<file path="src/rtl/beat_sequencer_if.sv">
// Beat sequencer control/status bundle.
//   master : player control side; drives play_toggle, restart, mode, speed,
//            loop_en and loop_width, and observes the beat outputs.
//   slave  : beat_sequencer; drives ibeat, playing, beat_tick, wrap and dir.
// LEN is the song length in beats and sets the ibeat width.
interface beat_sequencer_if #(
  parameter int LEN = 64
);
  localparam int BW = $clog2(LEN);

  logic          play_toggle;
  logic          restart;
  logic [1:0]    mode;
  logic [1:0]    speed;
  logic          loop_en;
  logic [2:0]    loop_width;
  logic [BW-1:0] ibeat;
  logic          playing;
  logic          beat_tick;
  logic          wrap;
  logic          dir;

  modport master (
    output play_toggle, restart, mode, speed, loop_en, loop_width,
    input  ibeat, playing, beat_tick, wrap, dir
  );

  modport slave (
    input  play_toggle, restart, mode, speed, loop_en, loop_width,
    output ibeat, playing, beat_tick, wrap, dir
  );
endinterface

</file>
<file path="src/rtl/beat_sequencer.sv">
// beat_sequencer: beat-index generator for the music player.
// Runs on clk with an internal speed-scaled tick generator and produces ibeat
// with play/pause/stop, forward/reverse/ping-pong traversal and an aligned
// power-of-two loop region.
// Ports:
//   clk  - system clock
//   rst  - asynchronous, active-high reset
//   bus  - beat_sequencer_if.slave:
//          play_toggle (pulse), restart (pulse), mode[1:0], speed[1:0],
//          loop_en, loop_width[2:0] in; ibeat[BW-1:0], playing, beat_tick,
//          wrap, dir out.
// Parameters: LEN (power of two, >= 64), CLK_HZ, BASE_BPS.
// Optional feature: define SEQ_SWING_EN to give even beats 3/2 and odd beats
// 1/2 of the nominal beat length (pair duration unchanged).
module beat_sequencer #(
  parameter int LEN      = 64,
  parameter int CLK_HZ   = 100_000_000,
  parameter int BASE_BPS = 8
) (
  input  logic              clk,
  input  logic              rst,
  beat_sequencer_if.slave   bus
);
  localparam int BW       = $clog2(LEN);
  localparam int TICK_DIV = CLK_HZ / BASE_BPS;
  // Large enough for the longest (swung, half-speed) beat.
  localparam int CW       = $clog2(3 * TICK_DIV + 1);

  typedef enum logic [1:0] {
    ST_STOP,
    ST_PLAY,
    ST_PAUSE
  } state_t;

  state_t        state, state_nx;
  logic [CW-1:0] cnt;
  logic [CW-1:0] term;
  logic [31:0]   beat_len;
  logic [BW-1:0] ibeat;
  logic          dir;
  logic          beat_tick;
  logic          wrap;
  logic [BW-1:0] loop_start;
  logic          loop_en_q;
  logic [2:0]    loop_width_q;

  logic [2:0]    w;
  logic [BW-1:0] span;
  logic          reload;
  logic [BW-1:0] loop_start_eff;
  logic [BW-1:0] lo, hi;
  logic [BW-1:0] nx_ibeat;
  logic          nx_dir;
  logic          nx_wrap;

  // FSM state register
  always_ff @(posedge clk or posedge rst) begin
    if (rst) state <= ST_STOP;
    else     state <= state_nx;
  end

  // Restart has priority; a simultaneous toggle is dropped.
  always_comb begin
    state_nx = state;
    if (bus.restart) begin
      state_nx = ST_STOP;
    end else if (bus.play_toggle) begin
      case (state)
        ST_STOP:  state_nx = ST_PLAY;
        ST_PLAY:  state_nx = ST_PAUSE;
        ST_PAUSE: state_nx = ST_PLAY;
        default:  state_nx = ST_STOP;
      endcase
    end
  end

  // Terminal count for the beat currently shown.
  always_comb begin
    case (bus.speed)
      2'd0:    beat_len = 32'(2 * TICK_DIV);
      2'd1:    beat_len = 32'(TICK_DIV);
      2'd2:    beat_len = 32'(TICK_DIV / 2);
      default: beat_len = 32'(TICK_DIV / 4);
    endcase
`ifdef SEQ_SWING_EN
    beat_len = ibeat[0] ? (beat_len >> 1) : ((beat_len * 32'd3) >> 1);
`endif
    term = CW'(beat_len - 32'd1);
  end

  // Loop region: width clamped to 2..6, start aligned down from ibeat.
  always_comb begin
    if (bus.loop_width < 3'd2)      w = 3'd2;
    else if (bus.loop_width > 3'd6) w = 3'd6;
    else                            w = bus.loop_width;
  end

  assign span   = ~({BW{1'b1}} << w);
  assign reload = bus.loop_en && (!loop_en_q || (bus.loop_width != loop_width_q));
  // The step taken in a reload cycle already sees the new region.
  assign loop_start_eff = reload ? (ibeat & ~span) : loop_start;
  // Aligned start, so OR-ing in span equals start + 2**w - 1.
  assign lo = bus.loop_en ? loop_start_eff          : '0;
  assign hi = bus.loop_en ? (loop_start_eff | span) : '1;

  // Next position for a step.
  always_comb begin
    nx_ibeat = ibeat;
    nx_dir   = dir;
    nx_wrap  = 1'b0;
    if ((ibeat < lo) || (ibeat > hi)) begin
      nx_wrap = 1'b1;
      if (bus.mode == 2'b01) begin
        nx_ibeat = hi;
        nx_dir   = 1'b1;
      end else begin
        nx_ibeat = lo;
        nx_dir   = 1'b0;
      end
    end else begin
      case (bus.mode)
        2'b01: begin
          nx_dir = 1'b1;
          if (ibeat == lo) begin
            nx_ibeat = hi;
            nx_wrap  = 1'b1;
          end else begin
            nx_ibeat = ibeat - 1'b1;
          end
        end
        2'b10: begin
          if (!dir) begin
            if (ibeat == hi) begin
              nx_ibeat = hi - 1'b1;
              nx_dir   = 1'b1;
              nx_wrap  = 1'b1;
            end else begin
              nx_ibeat = ibeat + 1'b1;
            end
          end else begin
            if (ibeat == lo) begin
              nx_ibeat = lo + 1'b1;
              nx_dir   = 1'b0;
              nx_wrap  = 1'b1;
            end else begin
              nx_ibeat = ibeat - 1'b1;
            end
          end
        end
        default: begin
          nx_dir = 1'b0;
          if (ibeat == hi) begin
            nx_ibeat = lo;
            nx_wrap  = 1'b1;
          end else begin
            nx_ibeat = ibeat + 1'b1;
          end
        end
      endcase
    end
  end

  // Tick counter, position and loop bookkeeping
  always_ff @(posedge clk or posedge rst) begin
    if (rst) begin
      cnt          <= '0;
      ibeat        <= '0;
      dir          <= 1'b0;
      beat_tick    <= 1'b0;
      wrap         <= 1'b0;
      loop_start   <= '0;
      loop_en_q    <= 1'b0;
      loop_width_q <= '0;
    end else begin
      beat_tick    <= 1'b0;
      wrap         <= 1'b0;
      loop_en_q    <= bus.loop_en;
      loop_width_q <= bus.loop_width;
      if (reload) loop_start <= ibeat & ~span;

      if (bus.restart) begin
        cnt   <= '0;
        ibeat <= (bus.mode == 2'b01) ? '1 : '0;
      end else begin
        case (state)
          ST_PLAY: begin
            // >= so that a speed raise mid-beat steps immediately
            if (cnt >= term) begin
              cnt       <= '0;
              ibeat     <= nx_ibeat;
              dir       <= nx_dir;
              wrap      <= nx_wrap;
              beat_tick <= 1'b1;
            end else begin
              cnt <= cnt + 1'b1;
            end
          end
          ST_PAUSE: cnt <= cnt;
          default:  cnt <= '0;
        endcase
      end
    end
  end

  assign bus.ibeat     = ibeat;
  assign bus.playing   = (state == ST_PLAY);
  assign bus.beat_tick = beat_tick;
  assign bus.wrap      = wrap;
  assign bus.dir       = dir;
endmodule
</file>
<file path="src/flat_wrapper.sv">
// flat-port wrapper written by rule: the top's interface ports become plain ports
module beat_sequencer_flat 
#(
  parameter int LEN      = 64,
  parameter int CLK_HZ   = 100_000_000,
  parameter int BASE_BPS = 8
)
  (clk, rst, bus_play_toggle, bus_restart, bus_mode, bus_speed, bus_loop_en, bus_loop_width, bus_ibeat, bus_playing, bus_beat_tick, bus_wrap, bus_dir);
  beat_sequencer_if #(.LEN(LEN)) bus_i ();
  input  logic clk;
  input  logic rst;
  input wire logic [$bits(bus_i.play_toggle)-1:0] bus_play_toggle;
  input wire logic [$bits(bus_i.restart)-1:0] bus_restart;
  input wire logic [$bits(bus_i.mode)-1:0] bus_mode;
  input wire logic [$bits(bus_i.speed)-1:0] bus_speed;
  input wire logic [$bits(bus_i.loop_en)-1:0] bus_loop_en;
  input wire logic [$bits(bus_i.loop_width)-1:0] bus_loop_width;
  output wire logic [$bits(bus_i.ibeat)-1:0] bus_ibeat;
  output wire logic [$bits(bus_i.playing)-1:0] bus_playing;
  output wire logic [$bits(bus_i.beat_tick)-1:0] bus_beat_tick;
  output wire logic [$bits(bus_i.wrap)-1:0] bus_wrap;
  output wire logic [$bits(bus_i.dir)-1:0] bus_dir;
  assign bus_i.play_toggle = bus_play_toggle;
  assign bus_i.restart = bus_restart;
  assign bus_i.mode = bus_mode;
  assign bus_i.speed = bus_speed;
  assign bus_i.loop_en = bus_loop_en;
  assign bus_i.loop_width = bus_loop_width;
  assign bus_ibeat = bus_i.ibeat;
  assign bus_playing = bus_i.playing;
  assign bus_beat_tick = bus_i.beat_tick;
  assign bus_wrap = bus_i.wrap;
  assign bus_dir = bus_i.dir;
  beat_sequencer #(.LEN(LEN), .CLK_HZ(CLK_HZ), .BASE_BPS(BASE_BPS)) u_core (.clk(clk), .rst(rst), .bus(bus_i));
endmodule
</file>
<file path="config.mk">
export PLATFORM = sky130hd
export DESIGN_NAME = beat_sequencer_flat
export DESIGN_NICKNAME = d
export VERILOG_FILES = /design/src/rtl/beat_sequencer_if.sv /design/src/rtl/beat_sequencer.sv /design/src/flat_wrapper.sv
export SDC_FILE = /design/constraint.sdc
export NUM_CORES = 1
export LEC_CHECK = 0
export CAP_MARGIN = 20
export CORE_AREA = 2 2 103 105
export CTS_CLUSTER_DIAMETER = 120
export DETAILED_ROUTE_END_ITERATION = 10
export DIE_AREA = 0 0 105 107
export HOLD_SLACK_MARGIN = 0.05
export PLACE_DENSITY_LB_ADDON = 0.08
export SLEW_MARGIN = 20
export SYNTH_ARGS = -nofsm -noshare
export SYNTH_HDL_FRONTEND = slang
export SYNTH_SLANG_ARGS = --single-unit
export TNS_END_PERCENT = 30
</file>
<file path="constraint.sdc">
create_clock -name clk -period 3.2 [get_ports clk]
set_input_delay 0.64 -clock clk [delete_from_list [all_inputs] [get_ports clk]]
set_output_delay 0.64 -clock clk [all_outputs]
set_load 0.01 [all_outputs]
</file>
==> results_dict.tcl, run 1 <==
set metrics [dict create \
    status "finished with violations" \
    violations "negative setup slack" \
    grt_pass1_wl_um 19300 \
    synth.avg_cell_area_um2 8.12 \
    layout-drive-gt1-share_pct 27.2 \
    hold_path_class "reg2reg" \
    dp_hpwl_um 8750 \
    grt_use_total_pct 21.3 \
    critPathMaxFanout 5 \
    fmax_mhz 302 \
    portBuffers 21 \
    vias 4088 \
    std_cell_rows 37 \
    start_util_pct 39.5 \
    syn_area_mm2 0.00399 \
    wl_met2_um 5930 \
    coreArea_mm2 0.0101 \
    p_leak_nw 2.40 \
    finalWorstSetupSlack_ns -0.115 \
    cts-root-buf "clkbuf_8" \
    ys_seq_elements 47 \
    drc_errors 0 \
    avgRoutedWirePerCell_um 16.3 \
    ios 22 \
    dieHeight_um 107 \
    cts_tree "yes" \
    syn-num-nets 538 \
    cts.path.max_buffers 2 \
    cp-end-kind "flop" \
    ys_types 71 \
    p_total_mw 1.68 \
    synth_ff_type "dfrtp_1" \
    layoutNonFillerInstCount 729 \
    grt_max_degree 48 \
    fillCellCount 986 \
    powerDensity_mw_per_mm2 311 \
    die_area_mm2 0.0112 \
    async_flop_share_pct 100 \
    met1_length_um 5300 \
    slew_headroom_pct 56.8 \
    post-place-ws_ns -1.02 \
    antenna_found_initial 0 \
    synth.top_cell.area_share_pct 29.5 \
    yosys.area.top_type "dfrtp_1" \
    routed_wl_um 11900 \
    h-tree-depth 2 \
    cts_num_sinks 47 \
    finalCritPeriodShare_pct 104 \
    setup_viol 6 \
    crit_arrival_ns 3.52 \
    worstPathRequired_ns 3.40 \
    rsz0062_at_grt "yes" \
    top_layer "met4" \
    drtIter0Drc 190 \
    drtPass1Iterations 4 \
    crit_path_start_kind "primary input" \
    wl_met3_um 427 \
    worstMarginPinSlew_ns 0.648 \
    synthTopCellsByArea "dfrtp_1 30%, ha_1 11%, nand2_1 6.8%" \
    hold_viol_final 0 \
    slew_violations 0 \
    place.gp.congestion 0.946 \
    synth_edf_count 0 \
    grt_overflow_total 0 \
    fin_crit_ns 3.32 \
    chipWidth_um 105 \
    whs_ns 0.524 \
    cap_violations 0 \
    tns_ns -0.394 \
    synth_warnings 0 \
    holdBufCountCts 0 \
    via_per_inst 5.61 \
    area.growth.synth_to_final_pct 35.1 \
    grt_pass1_vias 4047 \
    ant_nets 0 \
    synthesis.instances 491 \
    fin_worst_skew_ns 0.00766 \
    seq_area_frac_synth_pct 29.5 \
    synth_most_common_cell "nand2_1" \
    timing_worst_setup_path_type "in2reg" \
    fin_nets 639 \
    vdd_ir_drop_max_mv 0.150 \
    placed_cells 711 \
    clk_pin_slew_worst_paths_ns 0.10 \
    clk_latency_ns 0.31 \
    diodes 0 \
    cts_buffers 5 \
    synth_common_cells "72 x nand2_1, 47 x dfrtp_1, 45 x o21ai_0" \
]
==> logic make-up (layout without fill, tap and decap cells) <==
| group | count (synthesis) | after routing | share of synthesized area, % |
|---|---|---|---|
| compound gates | 149 | 149 | 25.5 |
| mux | 6 | 6 | 1.79 |
| other cells | 2 | 2 | 0.188 |
| xor+xnor | 16 | 16 | 3.71 |
| fa+ha+maj | 35 | 35 | 11.0 |
| simple gates | 184 | 184 | 23.2 |
| flops | 47 | 47 | 29.5 |
| buf+inv | 52 | 154 | 5.09 |
==> through the flow <==
step,util (%),instance area (um^2)
5_1_grt,53.3,5380
2_1_floorplan,-,4030
6_report,53.3,5380
3_3_place_gp,49.1,4960
4_1_cts,51.3,5180
3_5_place_dp,49.1,4960
==> where the power goes <==
part           switching, mW  internal, mW  leakage (nW)
logic                  0.301         0.281          1.71
registers             0.0266         0.612         0.637
clock network          0.222         0.233        0.0581
==> final timing paths <==
check                      cells after the start                               end  slack (ns)                              from
setup / recovery                              15        u_core.bus.dir$_DFFE_PP0P_       -0.12                 bus_loop_width[0]
hold / removal                                 1        u_core.cnt[11]$_DFFE_PP0P_        0.52        u_core.cnt[11]$_DFFE_PP0P_
setup reg to reg                              14        u_core.bus.dir$_DFFE_PP0P_       -0.10  u_core.loop_width_q[0]$_DFF_PP0_
hold reg to reg                                1        u_core.cnt[11]$_DFFE_PP0P_        0.52        u_core.cnt[11]$_DFFE_PP0P_
max in group asynchronous                      3        u_core.cnt[22]$_DFFE_PP0P_        1.96                               rst
min in group asynchronous                      3  u_core.loop_width_q[0]$_DFF_PP0_        0.82                               rst
==> state kept, by name, summed over array words and instances (netlist names) <==
register	count
u_core.loop_en_q	1
u_core.cnt	26
u_core.bus.beat_tick	1
u_core.loop_width_q	3
u_core.loop_start	6
u_core.state	2
u_core.bus.wrap	1
u_core.bus.ibeat	6
u_core.bus.dir	1
==> routing by layer <==
layer  up-vias  global-route usage (%)
met5         -                       0
met2        82                    38.2
met3        21                    2.49
met4         0                    8.29
li1       2010                       -
met1      1975                    26.2
==> what timing repair did <==
action,4_1_cts,5_1_grt
gates resized for setup,36,37
pin swaps,17,27
endpoints found under the setup margin,10,29
buffers inserted,6,4
gates cloned,0,0
==> layout make-up <==
type / count / area, um^2 / area share, %
clock buffer: 5 / 68.8 / 1.28
inverter: 30 / 113 / 2.09
sequential: 47 / 1180 / 21.8
clock inverter: 3 / 43.8 / 0.813
tap: 136 / 170 / 3.16
multi-input combinational: 392 / 2840 / 52.8
timing repair buffer: 116 / 971 / 18.0
==> layout by cell type (no fill, tap or decap), drive strengths merged, types with 3 or more instances in the layout <==
cell            n
a211oi          3
a21oi          27
a31oi           9
and2            7
and2b           3
and3            6
buf            98
clkbuf          5
clkdlybuf4s50  16
dfrtp          47
ha             35
inv            30
mux2            3
mux2i           3
nand2          72
nand2b          7
nand3          24
nand4           8
nor2           24
nor2b           5
nor3            9
nor4            7
o2111ai         3
o211ai          9
o21ai          47
o31ai          13
o41ai           3
or3             3
xnor2           6
xor2           10
==> critical path, cell delays in order <==
cell and delay (ns):
buf_6 0.11, xor2_4 0.17, or4_4 0.55, a2111o_1 0.42, inv_2 0.08, ha_4 0.13
nand4_1 0.13, o221ai_2 0.22, a21oi_2 0.10, o22a_1 0.20, buf_6 0.14, buf_4 0.13
a31oi_1 0.16, a21oi_1 0.05, mux2_2 0.28
No activity file was read; power rests on OpenSTA's default activity.
==> run 2, diff against run 1 <==
- clock period: 3.2 -> 3 ns (I/O delays scaled with it)
==> results_dict.tcl, run 2 (same netlist as run 1, synthesis figures left out) <==
set metrics [dict create \
    cap_violations 0 \
    place.gp.congestion 0.950 \
    start_util_pct 39.5 \
    layoutNonFillerInstCount 735 \
    fin_crit_ns 3.36 \
    coreArea_mm2 0.0101 \
    portBuffers 21 \
    finalWorstSetupSlack_ns -0.356 \
    path_cells "buf_2 > xor2_4 > buf_4 > o41a_2 > o21ai_2 > ha_1 > a21oi_2 > nor2b_1 > o31a_1 > o22a_1 > buf_6 > or3_1 > a31oi_1 > a221oi_1" \
    grt_overflow_total 0 \
    grt_use_total_pct 22.1 \
    crit_family "compound AO/OA/AOI/OAI gates" \
    crit_slowest_cell "o41a_2" \
    cts_buffers 5 \
    finish.utilization_pct 54.6 \
    antenna_found_initial 0 \
    tns_ns -1.83 \
    grt_max_degree 30 \
    clkPwrFrac_pct 29.6 \
    layout-drive-gt1-share_pct 28.7 \
    hold_viol_final 0 \
    area.growth.synth_to_final_pct 38.3 \
    diodes 0 \
    vias 4129 \
    cts-root-buf "clkbuf_8" \
    ant_nets 0 \
    dieHeight_um 107 \
    fin_nets 645 \
    routed_wl_um 12200 \
    grt_pass1_wl_um 20100 \
    share_comb_of_total_power_pct 33.9 \
    cts.path.max_buffers 2 \
    placed_cells 715 \
    clk_latency_ns 0.30 \
    powerDensity_mw_per_mm2 340 \
    vdd_ir_drop_max_mv 0.207 \
    avgRoutedWirePerCell_um 16.6 \
    chipWidth_um 105 \
    fin_worst_skew_ns 0.00926 \
    final_cell_mix "92 x buf_4, 70 x nand2_1, 47 x dfrtp_1, 41 x o21ai_0, 30 x ha_1" \
    sequentialPowerShare_pct 36.5 \
    rsz0062_at_grt "yes" \
    drtPass1Iterations 5 \
    drtIter0Drc 182 \
    die_area_mm2 0.0112 \
    hold_path_class "reg2reg" \
    cp-end-kind "flop" \
    clk_pin_slew_worst_paths_ns 0.10 \
    crit_arrival_ns 3.52 \
    holdBufCountCts 0 \
    largest_reg_flops 26 \
    violations "negative setup slack" \
    std_cell_rows 37 \
    fmax_mhz 298 \
    cp_num_buf_inv 3 \
    cts_num_sinks 47 \
    slew_violations 0 \
    min_delay_path_depth 1 \
    via_per_inst 5.62 \
    slowest_delay_ns 0.49 \
    cts_tree "yes" \
    top_register "u_core.cnt" \
    path_depth 14 \
    grt_pass1_vias 4152 \
    p_int_mw 1.29 \
    fillCellCount 972 \
    setup_viol 8 \
    critPathMaxFanout 7 \
    reg_top3 "u_core.cnt x26, u_core.bus.ibeat x6, u_core.loop_start x6" \
    dp_hpwl_um 9030 \
    power.switching_uw 581 \
    timing_worst_setup_path_type "in2reg" \
    netSwitchingFraction_pct 31.0 \
    status "finished with violations" \
    p_leak_nw 2.44 \
    post-place-ws_ns -1.19 \
    ios 22 \
    drc_errors 0 \
    slew_headroom_pct 58.4 \
    final_common_cell "buf_4" \
    r2r_cells 13 \
    h-tree-depth 2 \
    finalCritPeriodShare_pct 112 \
    crit_path_start_kind "primary input" \
    worstPathRequired_ns 3.17 \
    worstMarginPinSlew_ns 0.624 \
]
run 2: worst paths after layout:
kind / end / from / slack [ns]
hold / removal: u_core.cnt[11]$_DFFE_PP0P_ / u_core.cnt[11]$_DFFE_PP0P_ / 0.52
min in group asynchronous: u_core.loop_width_q[2]$_DFF_PP0_ / rst / 0.65
hold reg to reg: u_core.cnt[11]$_DFFE_PP0P_ / u_core.cnt[11]$_DFFE_PP0P_ / 0.52
setup reg to reg: u_core.bus.ibeat[0]$_DFFE_PP0P_ / u_core.loop_width_q[2]$_DFF_PP0_ / -0.34
setup / recovery: u_core.bus.ibeat[0]$_DFFE_PP0P_ / bus_loop_width[2] / -0.36
max in group asynchronous: u_core.cnt[22]$_DFFE_PP0P_ / rst / 1.83
run 2: metrics by stage:
| stage | hold WS [ns] | power (mW) | cell area, um^2 |
|---|---|---|---|
| final | 0.522 | 1.87 | 5510 |
| after global routing | 0.537 | 1.98 | 5510 |
| after CTS | 0.519 | 1.85 | 5330 |
| after detailed placement | 0.507 | 1.25 | 5000 |
| after global placement | 0.497 | 1.24 | 5000 |
| after floorplan | 0.471 | 0.994 | 4030 |
run 2: area by class of cell:
cell class                 count  area, um^2  share of cell area [%]
inverter                      30         113                    2.04
clock inverter                 2        60.1                    1.09
timing repair buffer         122        1020                    18.6
sequential                    47        1180                    21.3
clock buffer                   6        72.6                    1.32
tap                          136         170                    3.09
multi-input combinational    392        2900                    52.5
run 2: layer usage:
metal	share of wire [%]	vias to the layer above	wire length, um	GRT usage [%]
li1	-	2013	-	-
met1	43	1972	5220	27.0
met2	50	113	6090	40.1
met3	4.4	31	534	2.37
met4	2.9	0	351	8.38
met5	0	-	0	0
run 2: repair_timing:
item	in CTS	in global routing
cloned	1	0
setup endpoints to repair	27	32
gates resized for setup	50	29
endpoints found under the hold margin	0	0
pin swaps	27	22
setup buffers	7	4
run 2: power by group through the flow:
stage / Clock (mW) / Sequential, mW / Combinational (mW)
2_1_floorplan: 0 / 0.692 / 0.303
3_3_place_gp: 0 / 0.694 / 0.546
3_5_place_dp: 0 / 0.695 / 0.550
4_1_cts: 0.578 / 0.683 / 0.586
5_1_grt: 0.602 / 0.687 / 0.691
6_report: 0.555 / 0.685 / 0.635
==> run 3, diff against run 2 <==
- CORE_AREA: 2 2 103 105 -> 2 2 85 128
- DIE_AREA: 0 0 105 107 -> 0 0 87 130
- HOLD_SLACK_MARGIN: 0.05 -> 0.1
==> results_dict.tcl, run 3 (same netlist as run 1, synthesis figures left out) <==
set metrics [dict create \
    crit_path_start_kind "primary input" \
    clk_latency_ns 0.29 \
    area.growth.synth_to_final_pct 36.6 \
    slew_headroom_pct 56.0 \
    placed_cells 699 \
    largest_reg_flops 26 \
    grt_pass1_wl_um 21200 \
    fmax_mhz 298 \
    vias 4135 \
    worstPathRequired_ns 3.15 \
    antenna_found_initial 0 \
    place.gp.congestion 0.934 \
    cts_buffers 5 \
    p_leak_nw 2.44 \
    grt_use_total_pct 23.9 \
    ant_nets 0 \
    chipWidth_um 87 \
    finalCritPeriodShare_pct 112 \
    clk_pin_slew_worst_paths_ns 0.07 \
    h-tree-depth 2 \
    hold_viol_final 0 \
    cp_num_buf_inv 2 \
    p_total_mw 2.03 \
    final_cell_mix "89 x buf_4, 71 x nand2_1, 47 x dfrtp_1, 41 x o21ai_0, 33 x ha_1" \
    finalWorstSetupSlack_ns -0.355 \
    die_area_mm2 0.0113 \
    reg_top3 "u_core.cnt x26, u_core.bus.ibeat x6, u_core.loop_start x6" \
    cts_tree "yes" \
    dieHeight_um 130 \
    coreArea_mm2 0.0103 \
    portBuffers 21 \
    cts_num_sinks 47 \
    fin_crit_ns 3.35 \
    final_common_cell "buf_4" \
    reg2reg_slack_ns -0.35 \
    ios 22 \
    start_util_pct 38.7 \
    powerDensity_mw_per_mm2 374 \
    top_register "u_core.cnt" \
    r2r_start "u_core.loop_width_q[2]$_DFF_PP0_" \
    routed_wl_um 13000 \
    status "finished with violations" \
    cts.path.max_buffers 2 \
    cp-startpoint "bus_loop_width[0]" \
    cts-root-buf "clkbuf_16" \
    drtPass1Iterations 5 \
    critPathMaxFanout 3 \
    path_cells "buf_2 > xor2_4 > or4_4 > a2111o_1 > inv_2 > ha_4 > nand4_1 > o221ai_2 > a21oi_2 > o22a_1 > and2b_2 > a222oi_1 > o21ai_1" \
    crit_family "compound AO/OA/AOI/OAI gates" \
    dp_hpwl_um 9860 \
    crit_arrival_ns 3.50 \
    worstMarginPinSlew_ns 0.660 \
    diodes 0 \
    min-delay-start "u_core.loop_start[5]$_DFF_PP0_" \
    std_cell_rows 46 \
    cp-end-kind "flop" \
    drtIter0Drc 182 \
    fin_nets 642 \
    grt_overflow_total 0 \
    rsz0062_at_grt "yes" \
    layoutNonFillerInstCount 716 \
    slew_violations 0 \
    slowest_delay_ns 0.54 \
    layout-drive-gt1-share_pct 27.5 \
    cap_violations 0 \
    grt_pass1_vias 4229 \
    via_per_inst 5.78 \
    timing_worst_setup_path_type "in2reg" \
    setup_viol 8 \
    drc_errors 0 \
    crit_slowest_cell "or4_4" \
    violations "negative setup slack" \
    fin_worst_skew_ns 0.00521 \
    holdBufCountCts 0 \
    whs_ns 0.546 \
    avgRoutedWirePerCell_um 18.2 \
    vdd_ir_drop_max_mv 0.202 \
    grt_max_degree 48 \
    hold_path_class "reg2reg" \
]
[run 3: cell count changes in the layout (fill, tap and decap cells not counted), moves of 3 or more]
cell | previous run | this run
a21oi_2 | 4 | 7
buf_4 | 92 | 89
clkbuf_16 | 0 | 6
clkbuf_8 | 5 | 0
ha_1 | 30 | 33
ha_4 | 5 | 2
nor3_2 | 3 | 0
[run 3: tightest hold or removal path, stage by stage, from the launching register on]
cell	delay, ns
dfrtp_1	0.38
nand2_1	0.06
o21ai_0	0.07
[run 3: through the flow]
| step | util [%] | setup TNS (ns) | instance area, um^2 | setup slack (ns) |
|---|---|---|---|---|
| after global routing | 52.9 | -3.01 | 5450 | -0.453 |
| after floorplan | - | -3.60 | 4030 | -0.565 |
| final | 52.9 | -2.02 | 5450 | -0.355 |
| after detailed placement | 48.3 | -21.44 | 4980 | -1.20 |
| after CTS | 51.6 | -2.20 | 5320 | -0.371 |
| after global placement | 48.3 | -18.86 | 4980 | -1.20 |
[run 3: per-layer routing]
metal / track usage [%] / up-vias / share of wire [%]
met1: 26.2 / 1996 / 38
met2: 45.7 / 95 / 55
met5: 0 / - / 0
met3: 2.21 / 30 / 3.1
met4: 10.8 / 0 / 3.7
li1: - / 2014 / -
[run 3: final timing paths]
kind	to	cells past startpoint
max in group asynchronous	u_core.bus.beat_tick$_DFF_PP0_	3
min reg2reg	u_core.loop_start[5]$_DFF_PP0_	2
min in group asynchronous	u_core.loop_width_q[1]$_DFF_PP0_	3
min	u_core.loop_start[5]$_DFF_PP0_	2
max reg2reg	u_core.bus.ibeat[3]$_DFFE_PP0P_	12
max	u_core.bus.ibeat[3]$_DFFE_PP0P_	13
[run 3: timing repair]
action                     in CTS  in global routing
setup buffers                   7                  2
setup endpoints to repair      34                 30
gates cloned                    0                  1
resized for setup              43                 29
pin swaps                      12                 13
[run 3: power by group]
part           leakage [nW]  switching (mW)  internal, mW
logic                  1.71           0.323         0.295
clock network        0.0900           0.252         0.478
registers             0.637          0.0339         0.653
total                  2.44           0.608          1.43
[run 3: final cells by class]
| class | instances | area, um^2 |
|---|---|---|
| Tap cell | 120 | 150 |
| Clock inverter | 3 | 67.6 |
| Clock buffer | 5 | 125 |
| Multi-Input combinational cell | 392 | 2820 |
| Inverter | 30 | 113 |
| Fill cell | 990 | 4860 |
| Sequential cell | 47 | 1180 |
| Timing Repair Buffer | 119 | 998 |
